--- config.mk ---
export PLATFORM = sky130hd
export DESIGN_NAME = seg7_display_scan
export DESIGN_NICKNAME = d
export VERILOG_FILES = /design/src/rtl/seg7_pkg.sv /design/src/rtl/bcd_to_seg7.sv /design/src/rtl/seg7_display_scan.sv
export SDC_FILE = /design/constraint.sdc
export NUM_CORES = 1
export LEC_CHECK = 0
export ABC_CLOCK_PERIOD_IN_PS = 2300
export BUFFER_PORTS_ARGS = -buffer_cell sky130_fd_sc_hd__buf_2
export CAP_MARGIN = 20
export CORE_ASPECT_RATIO = 0.7
export CORE_MARGIN = 2
export CORE_UTILIZATION = 43
export DETAILED_ROUTE_END_ITERATION = 12
export GPL_TIMING_DRIVEN = 0
export PLACE_DENSITY = 0.65
export SYNTH_ARGS = -nofsm -noshare
export SYNTH_HDL_FRONTEND = slang
export SYNTH_SLANG_ARGS = --single-unit
--- constraint.sdc ---
create_clock -name clock -period 2.3 [get_ports clock]
set_clock_uncertainty 0.15 [all_clocks]
set_input_delay 0.23 -clock clock [delete_from_list [all_inputs] [get_ports clock]]
set_output_delay 0.23 -clock clock [all_outputs]
set_load 0.05 [all_outputs]
--- src/rtl/seg7_pkg.sv ---
`default_nettype none
// ============================================================================
// Module      : seg7_pkg
// Description : Shared constants and types for the 4-digit 7-segment scanner.
//               All segment/anode encodings are active-low: a 0 lights the
//               segment or enables the digit. Segment bit order is
//               [0]=a, [1]=b, ... [6]=g.
// Revision    : 1.0 - initial release
// ============================================================================
package seg7_pkg;

  // Decimal digit patterns (active-low, [0]=a .. [6]=g).
  localparam logic [6:0] SEG_0    = 7'h40;
  localparam logic [6:0] SEG_1    = 7'h79;
  localparam logic [6:0] SEG_2    = 7'h24;
  localparam logic [6:0] SEG_3    = 7'h30;
  localparam logic [6:0] SEG_4    = 7'h19;
  localparam logic [6:0] SEG_5    = 7'h12;
  localparam logic [6:0] SEG_6    = 7'h02;
  localparam logic [6:0] SEG_7    = 7'h78;
  localparam logic [6:0] SEG_8    = 7'h00;
  localparam logic [6:0] SEG_9    = 7'h10;

  // Only segment g lit: shown for any nibble outside 0..9.
  localparam logic [6:0] SEG_DASH = 7'h3F;
  // Every segment dark.
  localparam logic [6:0] SEG_OFF  = 7'h7F;

  // No digit enabled.
  localparam logic [3:0] ANODE_OFF = 4'b1111;

  localparam int NUM_DIGITS = 4;

  typedef logic [1:0] digit_sel_t;

  // One registered display frame: what the pins carry for one clock.
  typedef struct packed {
    logic [3:0] anode;
    logic [6:0] segment;
    logic       dp;
  } disp_out_t;

  localparam disp_out_t DISP_OFF = '{anode: ANODE_OFF, segment: SEG_OFF, dp: 1'b1};

  // Active-low enable for a single digit position.
  function automatic logic [3:0] anode_for(input digit_sel_t sel);
    return ~(4'b0001 << sel);
  endfunction

endpackage
`default_nettype wire

--- src/rtl/bcd_to_seg7.sv ---
`default_nettype none
// ============================================================================
// Module      : bcd_to_seg7
// Description : Combinational BCD nibble to active-low 7-segment decoder.
//               Values 0..9 map to the standard glyphs; 10..15 show a dash so
//               a corrupt counter digit is visible rather than silently wrong.
// Ports       : bcd_i     [3:0] in  - digit value
//               segment_o [6:0] out - active-low segments, [0]=a .. [6]=g
// Revision    : 1.0 - initial release
// ============================================================================
module bcd_to_seg7
  import seg7_pkg::*;
(
  input  logic [3:0] bcd_i,
  output logic [6:0] segment_o
);

  always_comb begin
    segment_o = SEG_DASH;
    case (bcd_i)
      4'd0:    segment_o = SEG_0;
      4'd1:    segment_o = SEG_1;
      4'd2:    segment_o = SEG_2;
      4'd3:    segment_o = SEG_3;
      4'd4:    segment_o = SEG_4;
      4'd5:    segment_o = SEG_5;
      4'd6:    segment_o = SEG_6;
      4'd7:    segment_o = SEG_7;
      4'd8:    segment_o = SEG_8;
      4'd9:    segment_o = SEG_9;
      default: segment_o = SEG_DASH;
    endcase
  end

endmodule
`default_nettype wire

--- src/rtl/seg7_display_scan.sv ---
`default_nettype none
// ============================================================================
// Module      : seg7_display_scan
// Description : Time-multiplexes four packed BCD digits onto a common-anode
//               4-digit 7-segment display. Each digit owns a slot of
//               REFRESH_DIV clocks; slots rotate digit0 -> digit3. A lap
//               snapshot can be frozen, one decimal point is lit, leading
//               zeros above the decimal point can be blanked, and non-BCD
//               nibbles show a dash. All outputs are registered.
// Parameters  : REFRESH_DIV   - clocks per digit slot (>= 2)
//               DP_POS        - digit index (0..3) carrying the decimal point
//               BLANK_LEADING - 1 blanks leading zero digits above DP_POS
// Ports       : clock            in  - system clock, rising edge
//               reset            in  - synchronous, active-high
//               digits_i  [15:0] in  - digit3..digit0, digit0 in [3:0]
//               freeze_i         in  - 1 holds the displayed value (lap)
//               blank_all_i      in  - 1 turns every digit off
//               anode_o   [3:0]  out - active-low digit enables
//               segment_o [6:0]  out - active-low segments, [0]=a .. [6]=g
//               dp_o             out - active-low decimal point
// Revision    : 1.0 - initial release
// ============================================================================
module seg7_display_scan
  import seg7_pkg::*;
#(
  parameter int REFRESH_DIV   = 100000,
  parameter int DP_POS        = 2,
  parameter bit BLANK_LEADING = 1'b1
) (
  input  logic        clock,
  input  logic        reset,
  input  logic [15:0] digits_i,
  input  logic        freeze_i,
  input  logic        blank_all_i,
  output logic [3:0]  anode_o,
  output logic [6:0]  segment_o,
  output logic        dp_o
);

  localparam int                 PRESC_W    = (REFRESH_DIV > 1) ? $clog2(REFRESH_DIV) : 1;
  localparam logic [PRESC_W-1:0] PRESC_LAST = PRESC_W'(REFRESH_DIV - 1);
  localparam digit_sel_t         DP_SEL     = 2'(DP_POS);

  // --------------------------------------------------------------------------
  // State
  // --------------------------------------------------------------------------
  logic [PRESC_W-1:0] presc_q, presc_d;
  digit_sel_t         sel_q,   sel_d;
  logic [15:0]        snap_q,  snap_d;
  logic               live_q;
  disp_out_t          disp_q,  disp_d;

  logic               w_tick;
  logic [3:0]         w_digit;
  logic [6:0]         w_seg;
  logic [3:0]         w_blank_mask;

  // --------------------------------------------------------------------------
  // Slot timing: prescaler wraps every REFRESH_DIV clocks, advancing the digit
  // select. Both run regardless of blank_all so the scan phase is preserved.
  // --------------------------------------------------------------------------
  assign w_tick = (presc_q == PRESC_LAST);

  always_comb begin
    presc_d = presc_q + PRESC_W'(1);
    sel_d   = sel_q;
    if (w_tick) begin
      presc_d = '0;
      sel_d   = sel_q + 2'd1;
    end
  end

  // Snapshot tracks the counters every unfrozen cycle, so a freeze holds the
  // value captured on the last cycle before it was raised.
  assign snap_d = freeze_i ? snap_q : digits_i;

  // --------------------------------------------------------------------------
  // Leading-zero blanking: walk from the top digit down, keeping a running
  // "everything from here upward is zero" flag. Digits at or below the
  // decimal point are never blanked, so a value of zero still shows "0.00".
  // --------------------------------------------------------------------------
  always_comb begin
    logic run_zero;
    run_zero     = 1'b1;
    w_blank_mask = '0;
    for (int k = NUM_DIGITS - 1; k >= 0; k--) begin
      run_zero = run_zero && (snap_q[4*k +: 4] == 4'd0);
      if (BLANK_LEADING && (k > DP_POS)) begin
        w_blank_mask[k] = run_zero;
      end
    end
  end

  assign w_digit = snap_q[{sel_q, 2'b00} +: 4];

  bcd_to_seg7 u_bcd_to_seg7 (
    .bcd_i     (w_digit),
    .segment_o (w_seg)
  );

  // --------------------------------------------------------------------------
  // Output frame for the currently selected slot. live_q stays low for the
  // first cycle out of reset because the snapshot still holds its reset value
  // then; showing it would flash a bogus zero before real digits arrive.
  // --------------------------------------------------------------------------
  always_comb begin
    disp_d = DISP_OFF;
    if (live_q && !blank_all_i && !w_blank_mask[sel_q]) begin
      disp_d.anode   = anode_for(sel_q);
      disp_d.segment = w_seg;
      disp_d.dp      = (sel_q != DP_SEL);
    end
  end

  always_ff @(posedge clock) begin
    if (reset) begin
      presc_q <= '0;
      sel_q   <= '0;
      snap_q  <= 16'h0000;
      live_q  <= 1'b0;
      disp_q  <= DISP_OFF;
    end else begin
      presc_q <= presc_d;
      sel_q   <= sel_d;
      snap_q  <= snap_d;
      live_q  <= 1'b1;
      disp_q  <= disp_d;
    end
  end

  assign anode_o   = disp_q.anode;
  assign segment_o = disp_q.segment;
  assign dp_o      = disp_q.dp;

endmodule
`default_nettype wire
==> flow_results.org, run 1 <==
** Worst setup path
- Category of the worst setup path launch point :: flop
- For the worst setup path, the data arrival time is 2160 ps.
- At the worst endpoint, the required time is 2320 ps.
- In this design, the stage delay of the slowest critical-path cell is 590 ps.
- The critical path goes through clkbuf_4 -> mux4_2 -> inv_1 -> ha_1 -> nor2_1 -> a211oi_2 -> o21ai_1.
- Along the worst path, the maximum fanout reaches 7.
- The worst setup path is captured at a flop.
- Type of the worst setup path :: flop to flop
- Highest-delay cell along the critical path :: sky130_fd_sc_hd__mux4_2

** GRT
- Number of global-route vias before repair :: 1262
- Met2 GRT Util :: 19.45%
- Total congestion overflow :: 0
- The number of antenna violations at the first check in global routing is 0.
- First-pass GRT wire length :: 6106 um
- Met3 usage :: 3.567%
- Entering global routing, the biggest net connects 15 pins.
- For this run, global-route usage on met1 was measured as 23.81%.
- For this run, the total global-route usage over all layers was measured as 14.96%.
- After global routing, the most crowded layer is met1.

** Placed design
- Once placement completed, the tool counted placed cells totaling 297.
- Routability-driven placement finished with a final weighted congestion of 0.7893.
- Post-detailed-placement half-perimeter wirelength :: 2676 um
- Prior to clock tree synthesis, the placed netlist has a worst setup slack of 114.2 ps.
- Port buffer count :: 30

** Die
- The die is 86.52 um wide.
- Cell row count :: 20
- Vertical die dimension :: 61.76 um
- For this configuration, the core starts out at a cell density of 46.01%.
- In this run the count of I/O pins placed on the die edge is 32.
- Die outline area :: 0.005343 mm^2
- The core region is 0.004454 mm^2.

** Worst hold path
- The path class of the tightest hold or removal check is primary input to flop.

** Cells and area
- Layout cells sized above 1 :: 20.72%
- Number of fillers in the final layout :: 425
- Layout Area Growth over Synthesis :: 17.28%
- Layout Cells excl Fill :: 306
- Leading cell types in the layout, fill and taps excluded :: 47 x sky130_fd_sc_hd__dfxtp_1, 33 x sky130_fd_sc_hd__buf_2, 33 x sky130_fd_sc_hd__nor2_1
- Most common cell after layout, fill and taps aside :: sky130_fd_sc_hd__dfxtp_1
- Antenna cell count :: 0
- Number of nets at the end of the flow :: 281

** Logic synthesis
- After synthesis the cells add up to 0.002049 mm^2.
- The average instance in the mapped netlist occupies 9.667 um^2.
- The number of nets handed over by synthesis was 243.
- Of all flip-flops after synthesis, the portion carrying an async set or reset was 0%.
- In the synthesized netlist the dominant register cell turns out to be sky130_fd_sc_hd__dfxtp_1.
- Number of warnings printed during yosys synthesis :: 0
- The synthesized design contains 47 register bits.
- Number of enable-type register cells in the synthesized netlist :: 0
- Number of distinct standard cells referenced by the synthesized netlist :: 36
- Summing the sequential cell areas from Yosys gives 45.91% of the chip area.
- Synthesis produced a netlist whose cell count is 212.

** Clock network
- In this run the deepest clock path goes through 2 buffers.
- TritonCTS built the clock tree.
- Clock sinks :: 47
- The number of setup buffers added after CTS is 0.
- Clock transition at the registers of the reported paths :: 90 ps
- Number of buffers created by CTS :: 5
- Clock root buffer :: sky130_fd_sc_hd__clkbuf_8
- Insertion delay to the later sink of the worst-skew pair :: 290 ps
- The clock tree synthesis step divided the H-tree into 2 levels.

** Drt
- DRT iter0 DRCs :: 73
- DRC violations left :: 0
- Iteration count of the initial detailed-routing pass :: 6
- Dividing the detail-routed wire length by the instance count gives 11.87 um.
- Routed vias :: 1508
- Antenna Nets Post-Route :: 0
- Routed WL :: 3631 um
- After detailed routing, the number of vias per cell comes to 4.928.

** STA
- Setup violations remaining at the end of the flow were counted as 0.
- The count of endpoints failing hold in the final timing report came to 0.
- Number of pins exceeding their max-slew limit in the final report :: 0
- Headroom to the max-slew limit came out at 69.65%.
- Max Clock Freq :: 467.4 MHz
- Setup total negative slack :: 0 ps
- Final worst-path setup slack :: 160.5 ps
- Final worst path period need :: 2139 ps
- Slew at the pin with the worst max-slew slack :: 455.3 ps
- Period utilization :: 93.02%
- Setup repair after global routing missed its margin :: false

** Outcome
- Run status :: completed

** Job
- Total of max-cap violations :: 0

** Power and ir drop
- Peak supply drop :: 0.0002957 V
- The analysis attributes to cell leakage a power of 1.014 nW.
- Power per unit of standard cell area :: 673.2 mW/mm^2
[path summary, 6_finish.rpt]
kind                                    from      endpoint  slack [ps]  cells past startpoint
worst min register to register    presc_q[0]    presc_q[0]         300                      1
worst min-delay path            digits_i[10]    snap_q[10]          10                      3
worst max register to register      sel_q[1]  segment_o[5]         160                      7
worst max-delay path                sel_q[1]  segment_o[5]         160                      7
[critical path: cells and delay by family, from the launching register on]
| kind | cells | cell delay, ps |
|---|---|---|
| AOI/OAI and AO/OA | 2 | 320 |
| adders and majority gates | 1 | 180 |
| buffers and inverters | 2 | 350 |
| DFF | 1 | 360 |
| muxes | 1 | 590 |
| and+or+nand+nor | 1 | 60 |
[area by class of cell]
cell class              instances  area (um^2)  area share, %
inverters                       8        30.03          1.249
well taps                      55        68.82          2.863
flip-flops and latches         47        940.9          39.15
clock buffers                   6        82.58          3.436
clock inverters                 2        35.03          1.458
plain buffers                  11        63.81          2.655
repair buffers                 31        160.2          6.663
multi-input cells             146         1022          42.53
[where the power goes]
group          total [W]  switching, W  internal, W
Clock           0.000620      0.000269     0.000352
Combinational   0.000143     0.0000851    0.0000583
Sequential      0.000854     0.0000133     0.000841
[cell families after synthesis]
logic type	count (synthesis)	synth area share, %
muxes	21	12.70
adders and majority gates	11	6.715
and+or+nand+nor	79	19.17
DFF	47	45.91
xor gates and xnor gates	12	5.128
AOI/OAI and AO/OA	23	5.922
buffers and inverters	19	4.456
[cell usage after synthesis, drive strengths merged, types with 2 or more instances]
cell type / instances / share of area (%)
inv: 8 / 1.5
and3: 4 / 1.2
buf: 8 / 2.4
mux2i: 17 / 8.3
nand3: 5 / 1.2
nand4: 7 / 2.1
or2: 2 / 0.61
ha: 11 / 6.7
clkbuf: 3 / 0.55
and2: 2 / 0.67
dfxtp: 47 / 46
mux4: 4 / 4.4
nand2: 13 / 2.5
or3: 3 / 0.92
and4: 3 / 1.3
xor2: 10 / 4.3
xnor2: 2 / 0.85
o21ai: 10 / 2.4
nor4: 2 / 0.61
a21oi: 10 / 2.4
nor2: 33 / 6.0
[metrics by stage]
step           total power, W  hold WS, ps  area [um^2]  utilization, %
2_1_floorplan       0.0009723        165.1         2049               -
3_3_place_gp         0.001014        275.1         2268           50.93
3_5_place_dp         0.001015        279.9         2268           50.93
4_1_cts              0.001629        6.992         2396           53.79
5_1_grt              0.001692        12.80         2404           53.96
6_report             0.001618        11.94         2404           53.96
[metal layers]
layer	share of wire, %	up-vias
li1	-	801
met3	4.3	2
met1	57	668
met5	0	-
met4	0.74	0
met2	37	37
[state kept, by name, summed over array words and instances (netlist names)]
signal / flops
sel_q: 2
segment_o: 7
anode_o: 4
live_q: 1
snap_q: 16
presc_q: 17
[timing repair]
action	CTS	global route
gates resized for setup	0	2
endpoints found under the hold margin	1	0
setup endpoints to repair	0	1
hold buffers	1	0
No activity file was read; power rests on OpenSTA's default activity.
==> inputs of run 2 (changes only) <==
--- a/config.mk
+++ b/config.mk
@@ -5,6 +5,7 @@
 export SDC_FILE = /design/constraint.sdc
 export NUM_CORES = 1
 export LEC_CHECK = 0
+export ABC_AREA = 1
 export ABC_CLOCK_PERIOD_IN_PS = 2300
 export BUFFER_PORTS_ARGS = -buffer_cell sky130_fd_sc_hd__buf_2
 export CAP_MARGIN = 20
==> flow_results.org, run 2 <==
** Die
- Vertical die dimension :: 64.38 um
- For this design the top-level I/O count stands at 32.
- Core outline area :: 0.004887 mm^2
- Cell row count :: 21
- Starting density of the core :: 45.83%
- Die X :: 90.26 um
- Die outline area :: 0.005811 mm^2

** Cells and area
- After routing the design area is 0.002569 mm^2.
- Counting the fill cells in the layout gives 509.
- Number of nets at the end of the flow :: 374
- Register with the highest flop count :: presc_q
- Layout Area Growth over Synthesis :: 14.69%
- Leaving out fill and tap cells, the most frequent cells in the layout are 63 x sky130_fd_sc_hd__nand2_1, 57 x sky130_fd_sc_hd__nor2_1, 47 x sky130_fd_sc_hd__dfxtp_1.
- Cells with a size suffix above 1 make up 18.08% of the layout.
- Most common cell after layout, fill and taps aside :: sky130_fd_sc_hd__nand2_1
- The register with the most flip-flops in the layout has 17 of them.
- The repair_antennas step left the layout with diodes totalling 0.

** Logic synthesis
- A synthesized cell averages 7.343 um^2.
- Dominant register cell in the synthesized netlist :: sky130_fd_sc_hd__dfxtp_1
- FFs w/ async S/R, synth :: 0%
- Counting flops with a built-in enable in the synthesized netlist gives 0.
- After synthesis, the netlist uses 28 different library cells.
- Yosys attributes the largest share of cell area to sky130_fd_sc_hd__dfxtp_1 42%, sky130_fd_sc_hd__nand2_1 11%, sky130_fd_sc_hd__nor2_1 9.6%, sky130_fd_sc_hd__ha_1 6.1%, sky130_fd_sc_hd__nand3_1 5.6%.
- Flops & latches, synth :: 47
- Of all cell types, the one taking the most synthesized area is sky130_fd_sc_hd__dfxtp_1.
- The synthesized design devotes to its leading area cell type 42.01% of total area.
- The commonest cells after synthesis are 63 x sky130_fd_sc_hd__nand2_1, 57 x sky130_fd_sc_hd__nor2_1, 47 x sky130_fd_sc_hd__dfxtp_1.
- For this run, the register share of the synthesized area comes to 42.01%.
- When the netlist entered floorplanning its net count stood at 336.
- The cell count after synthesis came out at 305.
- Yosys printed 0 warnings.
- The most common cell in the synthesized netlist is sky130_fd_sc_hd__nand2_1.
- Cell area after technology mapping :: 0.002240 mm^2

** Worst setup path
- Worst flop-to-flop path startpoint :: sel_q[0]
- STA classifies the critical path endpoint as a flop.
- At the worst endpoint, the required time is 2330 ps.
- At the worst endpoint, the arrival time is 1860 ps.
- Logic depth of the worst register-to-register path :: 10
- Category of the worst setup path launch point :: flop
- The worst setup path is of the flop to flop kind.
- Maximum fanout along the worst path :: 10
- Register-to-register setup slack :: 470 ps
- Destination of the worst register-to-register timing path :: segment_o[5]

** Placed design
- Summed over all nets, the half-perimeter wirelength after detailed placement is 3378 um.
- Final weighted congestion of routability-driven global placement :: 0.8029
- Port buffer count :: 31
- Summing all placed instances gives a cell area of 0.002481 mm^2.
- Before CTS, the worst setup slack after placement is 466.5 ps.

** STA
- Period utilization :: 79.64%
- The worst path meets setup with 468.2 ps of slack.
- Slew at the pin with the worst max-slew slack :: 434.1 ps
- Number of pins exceeding their max-slew limit in the final report :: 0
- The routed design could run at a clock period as short as 1832 ps.
- For the final routed database, the setup TNS stands at 0 ps.
- Setup repair after global routing left no endpoint under its margin.
- Setup violations remaining at the end of the flow were counted as 0.
- Headroom to the max-slew limit came out at 71.06%.
- Final hold vios :: 0
- Max Clock Freq :: 545.9 MHz

** GRT
- Pin count of the biggest net entering global routing :: 14
- Number of global-route vias before repair :: 1699
- The number of antenna violations at the first check in global routing is 0.
- Summed over all layers, the global routing overflow is 0.
- The first global-routing pass estimated 7900 um of wire.
- Global routing used 16.81% of the available tracks.

** Drt
- Drt via density :: 4.641
- Routed vias :: 1912
- DRT iter0 DRCs :: 92
- Dividing the detail-routed wire length by the instance count gives 10.79 um.
- DRC violations left :: 0
- Routed WL :: 4446 um
- Iteration count of the initial detailed-routing pass :: 4
- Once detail routing completed, the nets flagged for antenna violations numbered 0.

** Power and ir drop
- Combinational cells account for 10.2% of the total power.
- Peak supply drop :: 0.0002849 V
- Summed over all cells, the static leakage comes to 1.051 nW.
- Summed over all nets, the switching power comes to 0.0003704 W.
- Power per unit of standard cell area :: 586.2 mW/mm^2
- Net switching is 24.60% of the power.
- Clock network fraction of design power :: 32.8%
- Of the total power, registers draw 57.0%.
- Internal power :: 0.001135 W

** Worst hold path
- The tightest min-delay check is of the primary input to flop type.
- In this run the most critical hold path is launched from digits_i[5].
- Worst Hold Endpoint :: snap_q[5]
- Counting instances, the worst hold path has a depth of 3.

** Clock network
- Post-cts hold buffer count :: 0
- Clock root buffer :: sky130_fd_sc_hd__clkbuf_8
- Clock transition at the registers of the reported paths :: 80 ps
- Insertion delay to the later sink of the worst-skew pair :: 290 ps
- Buffers added to address setup during post-CTS repair amount to 0.
- Counting every sink on the clock net gives 47.
- Post-cts repair resize count :: 0
- The clock passes through at most 2 buffers.
- H-tree level count :: 2
- Clock tree synthesis inserted a total of 5 buffers.
- TritonCTS built the clock tree.

** Outcome
- The run finished with clean final reports.

** Job
- Total of max-cap violations :: 0
==> run 2: cell types whose count changed in the layout (fill, tap and decap cells not counted), sizes merged, moves of 4 or more <==
cell,change
o21ai,+8
mux4,-4
nand3,+24
and3,-4
mux2i,-17
inv,+21
nand2,+55
nand3b,+5
xor2,-5
nor2,+28
==> run 2: worst max path at each step <==
| stage | startpoint | to | slack (ps) | depth (start not counted) |
|---|---|---|---|---|
| 3_3_place_gp | sel_q[0] | segment_o[5] | 490 | 10 |
| 2_1_floorplan | sel_q[0] | segment_o[5] | 710 | 10 |
| 3_5_place_dp | sel_q[1] | segment_o[3] | 470 | 7 |
| 4_1_cts | sel_q[0] | segment_o[5] | 460 | 10 |
| 5_1_grt | sel_q[0] | segment_o[5] | 280 | 10 |
| 6_report | sel_q[0] | segment_o[5] | 470 | 10 |
==> run 2: logic make-up after synthesis <==
group / Yosys count / synth area share (%)
flops: 47 / 42.01
compound gates: 31 / 7.262
fa+ha+maj: 11 / 6.145
buf+inv: 38 / 7.598
xor+xnor: 6 / 2.346
simple gates: 172 / 34.64
==> run 2: area by class of cell <==
| type | count | area, um^2 | area share, % |
|---|---|---|---|
| buffer | 9 | 58.81 | 2.289 |
| clock buffer | 6 | 82.58 | 3.215 |
| clock inverter | 1 | 5.005 | 0.1948 |
| inverter | 29 | 111.4 | 4.335 |
| multi-input combinational | 220 | 1129 | 43.94 |
| sequential | 47 | 940.9 | 36.63 |
| tap | 69 | 86.33 | 3.361 |
| timing repair buffer | 31 | 155.1 | 6.040 |
==> run 2: worst max-delay path, stage by stage, from the launching register on <==
cell and delay [ps]:
sky130_fd_sc_hd__dfxtp_1 370, sky130_fd_sc_hd__buf_4 200, sky130_fd_sc_hd__inv_4 80, sky130_fd_sc_hd__nand2_1 70, sky130_fd_sc_hd__nand3_1 60, sky130_fd_sc_hd__nand2_1 210, sky130_fd_sc_hd__inv_2 90, sky130_fd_sc_hd__ha_1 190
sky130_fd_sc_hd__nand3b_1 150, sky130_fd_sc_hd__nand3_1 90, sky130_fd_sc_hd__nand3_1 60
==> run 2: metal layers <==
metal	global-route usage, %	wire length [um]	vias to the layer above
li1	-	-	1042
met3	4.599	190	7
met5	0	0	-
met2	23.40	1676	42
met4	5.192	53	0
met1	24.93	2525	821
==> run 2: stage by stage <==
stage	std cells	power (W)	hold slack, ps	util [%]
after floorplan	305	0.0009864	231.6	-
after global placement	405	0.001030	290.2	50.77
after detailed placement	405	0.001032	299.0	50.77
after CTS	412	0.001527	10.17	52.56
after global routing	412	0.001583	21.14	52.56
final	412	0.001506	17.01	52.56
==> run 2: power by group through the flow <==
stage               registers [W]   logic, W  clock network (W)
finish                   0.000858   0.000154           0.000494
global route             0.000863   0.000178           0.000542
CTS                      0.000858   0.000155           0.000514
detailed placement       0.000878   0.000155                  0
global placement         0.000877   0.000153                  0
floorplan                0.000896  0.0000903                  0
==> inputs of run 3 (changes only) <==
--- a/config.mk
+++ b/config.mk
@@ -5,8 +5,8 @@
 export SDC_FILE = /design/constraint.sdc
 export NUM_CORES = 1
 export LEC_CHECK = 0
-export ABC_AREA = 1
-export ABC_CLOCK_PERIOD_IN_PS = 2300
+export ABC_AREA = 0
+export ABC_CLOCK_PERIOD_IN_PS = 1690
 export BUFFER_PORTS_ARGS = -buffer_cell sky130_fd_sc_hd__buf_2
 export CAP_MARGIN = 20
 export CORE_ASPECT_RATIO = 0.7
==> constraint.sdc (replaced) <==
create_clock -name clock -period 1.69 [get_ports clock]
set_clock_uncertainty 0.15 [all_clocks]
set_input_delay 0.169 -clock clock [delete_from_list [all_inputs] [get_ports clock]]
set_output_delay 0.169 -clock clock [all_outputs]
set_load 0.05 [all_outputs]
==> flow_results.org, run 3 (same netlist as run 1, synthesis figures left out) <==
** Die
- Cell row count :: 20
- Die X :: 86.52 um
- Starting density of the core :: 46.01%
- Top-level port count :: 32
- The region available for standard cell placement spans 0.004454 mm^2.
- Vertical die dimension :: 61.76 um
- The die covers 0.005343 mm^2.

** STA
- Timing would allow up to 522.0 MHz.
- After layout, the minimum clock period comes to 1916 ps.
- The count of endpoints failing hold in the final timing report is 0.
- The max-slew violation total from the final report was 0.
- Measured against its own limit, the worst slew margin works out to 68.74%.
- Slew at the pin with the worst max-slew slack :: 468.9 ps
- Setup repair after global routing could not meet its margin everywhere.
- Final worst-path setup slack :: -225.6 ps
- Setup violations remaining at the end of the flow were counted as 7.
- In the final timing run, aggregate negative setup slack is -1408 ps.
- Period utilization :: 113.4%

** Power and ir drop
- Reported leakage power :: 1.192 nW
- Power spread over the standard cell area amounts to 852.2 mW/mm^2.
- Peak supply drop :: 0.0004835 V
- Combinational cells account for 11.2% of the total power.
- Internal power comes to 0.001869 W.
- Fraction of power consumed by sequential logic :: 48.7%
- Net switching is 22.01% of the power.
- Total power draw :: 0.002396 W
- Clock network fraction of design power :: 40.1%
- For this design the total switching power over the nets is 0.0005274 W.

** Placed design
- The HPWL after detailed placement is 2717 um.
- Port buffer count :: 30
- The number of placed instances, taps included, is 297.
- Routability-driven placement finished with a final weighted congestion of 0.7549.

** Clock network
- Clock tree from TritonCTS :: done
- The tree is rooted in a sky130_fd_sc_hd__clkbuf_8.
- The clock passes through at most 2 buffers.
- H-tree level count :: 2
- The later pin in the worst-skew pair is clocked with a latency of 290 ps.
- In this run, CTS created clock tree buffers numbering 5.
- Clock-pin slew was measured on the worst setup and hold paths at 80 ps.
- Clock sinks :: 47

** Worst setup path
- Along the worst path, the maximum fanout reaches 4.
- The critical path in this run is classified as flop to flop.
- Worst setup startpoint :: sel_q[1]
- Measured in cells, the most critical reg-to-reg path has a length of 7.
- Data arrives at the worst endpoint at 1950 ps.
- In this run the critical register-to-register path is captured at segment_o[2].
- Termination of the worst setup path :: segment_o[2]
- Worst EP required :: 1730 ps
- In this run the critical register-to-register path is launched from sel_q[1].
- Register-to-register setup slack :: -230 ps
- The worst setup path is captured at a flop.
- STA classifies the critical path startpoint as a flop.

** Outcome
- The checks that failed: negative setup slack.
- The run finished, with violations left.

** Cells and area
- The number of antenna diodes in the final layout is 0.
- Relative to the synthesized area, the layout overhead comes to 37.18%.
- The register with the most flip-flops in the final layout is presc_q.
- Layout cells sized above 1 :: 31.58%
- Finished Core Util :: 63.12%
- Layout Cells excl Fill :: 340
- The library cells used most frequently in the layout, excluding fill and tap cells, are 43 x sky130_fd_sc_hd__dfxtp_1, 32 x sky130_fd_sc_hd__nor2_1, 31 x sky130_fd_sc_hd__buf_2.
- Number of nets at the end of the flow :: 315
- The register with the most flip-flops in the layout has 17 of them.
- Most common cell after layout, fill and taps aside :: sky130_fd_sc_hd__dfxtp_1

** Drt
- Iteration count of the initial detailed-routing pass :: 4
- Antenna Nets Post-Route :: 0
- For this block, the via count after detailed routing is 1687.
- In the final routed layout, each cell accounts on average for 12.65 um.
- After detailed routing, the number of vias per cell comes to 4.962.
- DRC violations left :: 0
- In this run, the number of DRC markers left after iteration 0 of detailed routing was 60.
- Routed WL :: 4301 um

** GRT
- Initial antenna violation count :: 0
- Global routing finished with a remaining overflow of 0.
- Number of global-route vias before repair :: 1549
- First-pass GRT wire length :: 7051 um
- For this run, the total global-route usage over all layers was measured as 17.38%.
- Pin count of the biggest net entering global routing :: 16

** Job
- Total of max-cap violations :: 0

** Worst hold path
- The startpoint identified for the worst hold timing path is blank_all_i.
- Min-Delay Path Class :: primary input to flop
run 3: cell count changes in the layout (fill, tap and decap cells not counted), sizes merged, moves of 5 or more:
cell,delta
nand3b,-5
dlygate4sd3,+17
inv,-21
buf,+19
o21ai,-8
mux2i,+17
nand3,-24
nor2,-28
nand2,-55
xor2,+5
run 3: worst min path at each step:
stage	to	depth (start not counted)
after floorplan	live_q	1
after global placement	snap_q[15]	3
after detailed placement	live_q	2
after CTS	segment_o[6]	5
after global routing	segment_o[6]	5
final	segment_o[6]	5
run 3: layout make-up:
class / count / area, um^2
Fill cell: 350 / 1643
Multi-Input combinational cell: 146 / 1086
Sequential cell: 47 / 945.9
Inverter: 8 / 30.03
Clock inverter: 3 / 67.56
Buffer: 10 / 73.82
Clock buffer: 5 / 68.82
Timing Repair Buffer: 66 / 470.5
Tap cell: 55 / 68.82
run 3: worst max-delay path, stage by stage (launching register included):
cell,delay [ps]
sky130_fd_sc_hd__dfxtp_2,340
sky130_fd_sc_hd__buf_6,120
sky130_fd_sc_hd__mux4_2,570
sky130_fd_sc_hd__buf_4,170
sky130_fd_sc_hd__buf_6,100
sky130_fd_sc_hd__ha_2,180
sky130_fd_sc_hd__a21oi_2,120
sky130_fd_sc_hd__o21ai_1,60
run 3: per-stage QoR:
step	worst slack, ps	hold WS (ps)	area [um^2]
2_1_floorplan	-160.3	104.1	2062
3_3_place_gp	-336.6	246.9	2281
3_5_place_dp	-348.3	246.2	2281
4_1_cts	-220.4	55.99	2748
5_1_grt	-282.7	72.74	2811
6_report	-225.6	68.32	2811
run 3: layer usage:
metal / up-vias / wire length (um) / part of all wire [%] / GRT usage, %
li1: 873 / - / - / -
met1: 752 / 2113 / 49 / 24.05
met2: 58 / 1913 / 44 / 27.14
met3: 4 / 246 / 5.7 / 3.831
met4: 0 / 28 / 0.65 / 6.696
met5: - / 0 / 0 / 0
run 3: what timing repair did:
item / 4_1_cts / 5_1_grt
endpoints found under the hold margin: 17 / 0
pin swaps: 4 / 6
hold buffers: 17 / 0
buffers inserted: 14 / 5
endpoints found under the setup margin: 21 / 28
gates resized for setup: 17 / 9
run 3: power by group through the flow:
stage	logic (W)	registers, W	clock network [W]
after floorplan	0.000111	0.00121	0
after global placement	0.000191	0.00119	0
after detailed placement	0.000193	0.00119	0
after CTS	0.000254	0.00117	0.000983
after global routing	0.000293	0.00117	0.00103
final	0.000268	0.00117	0.000961
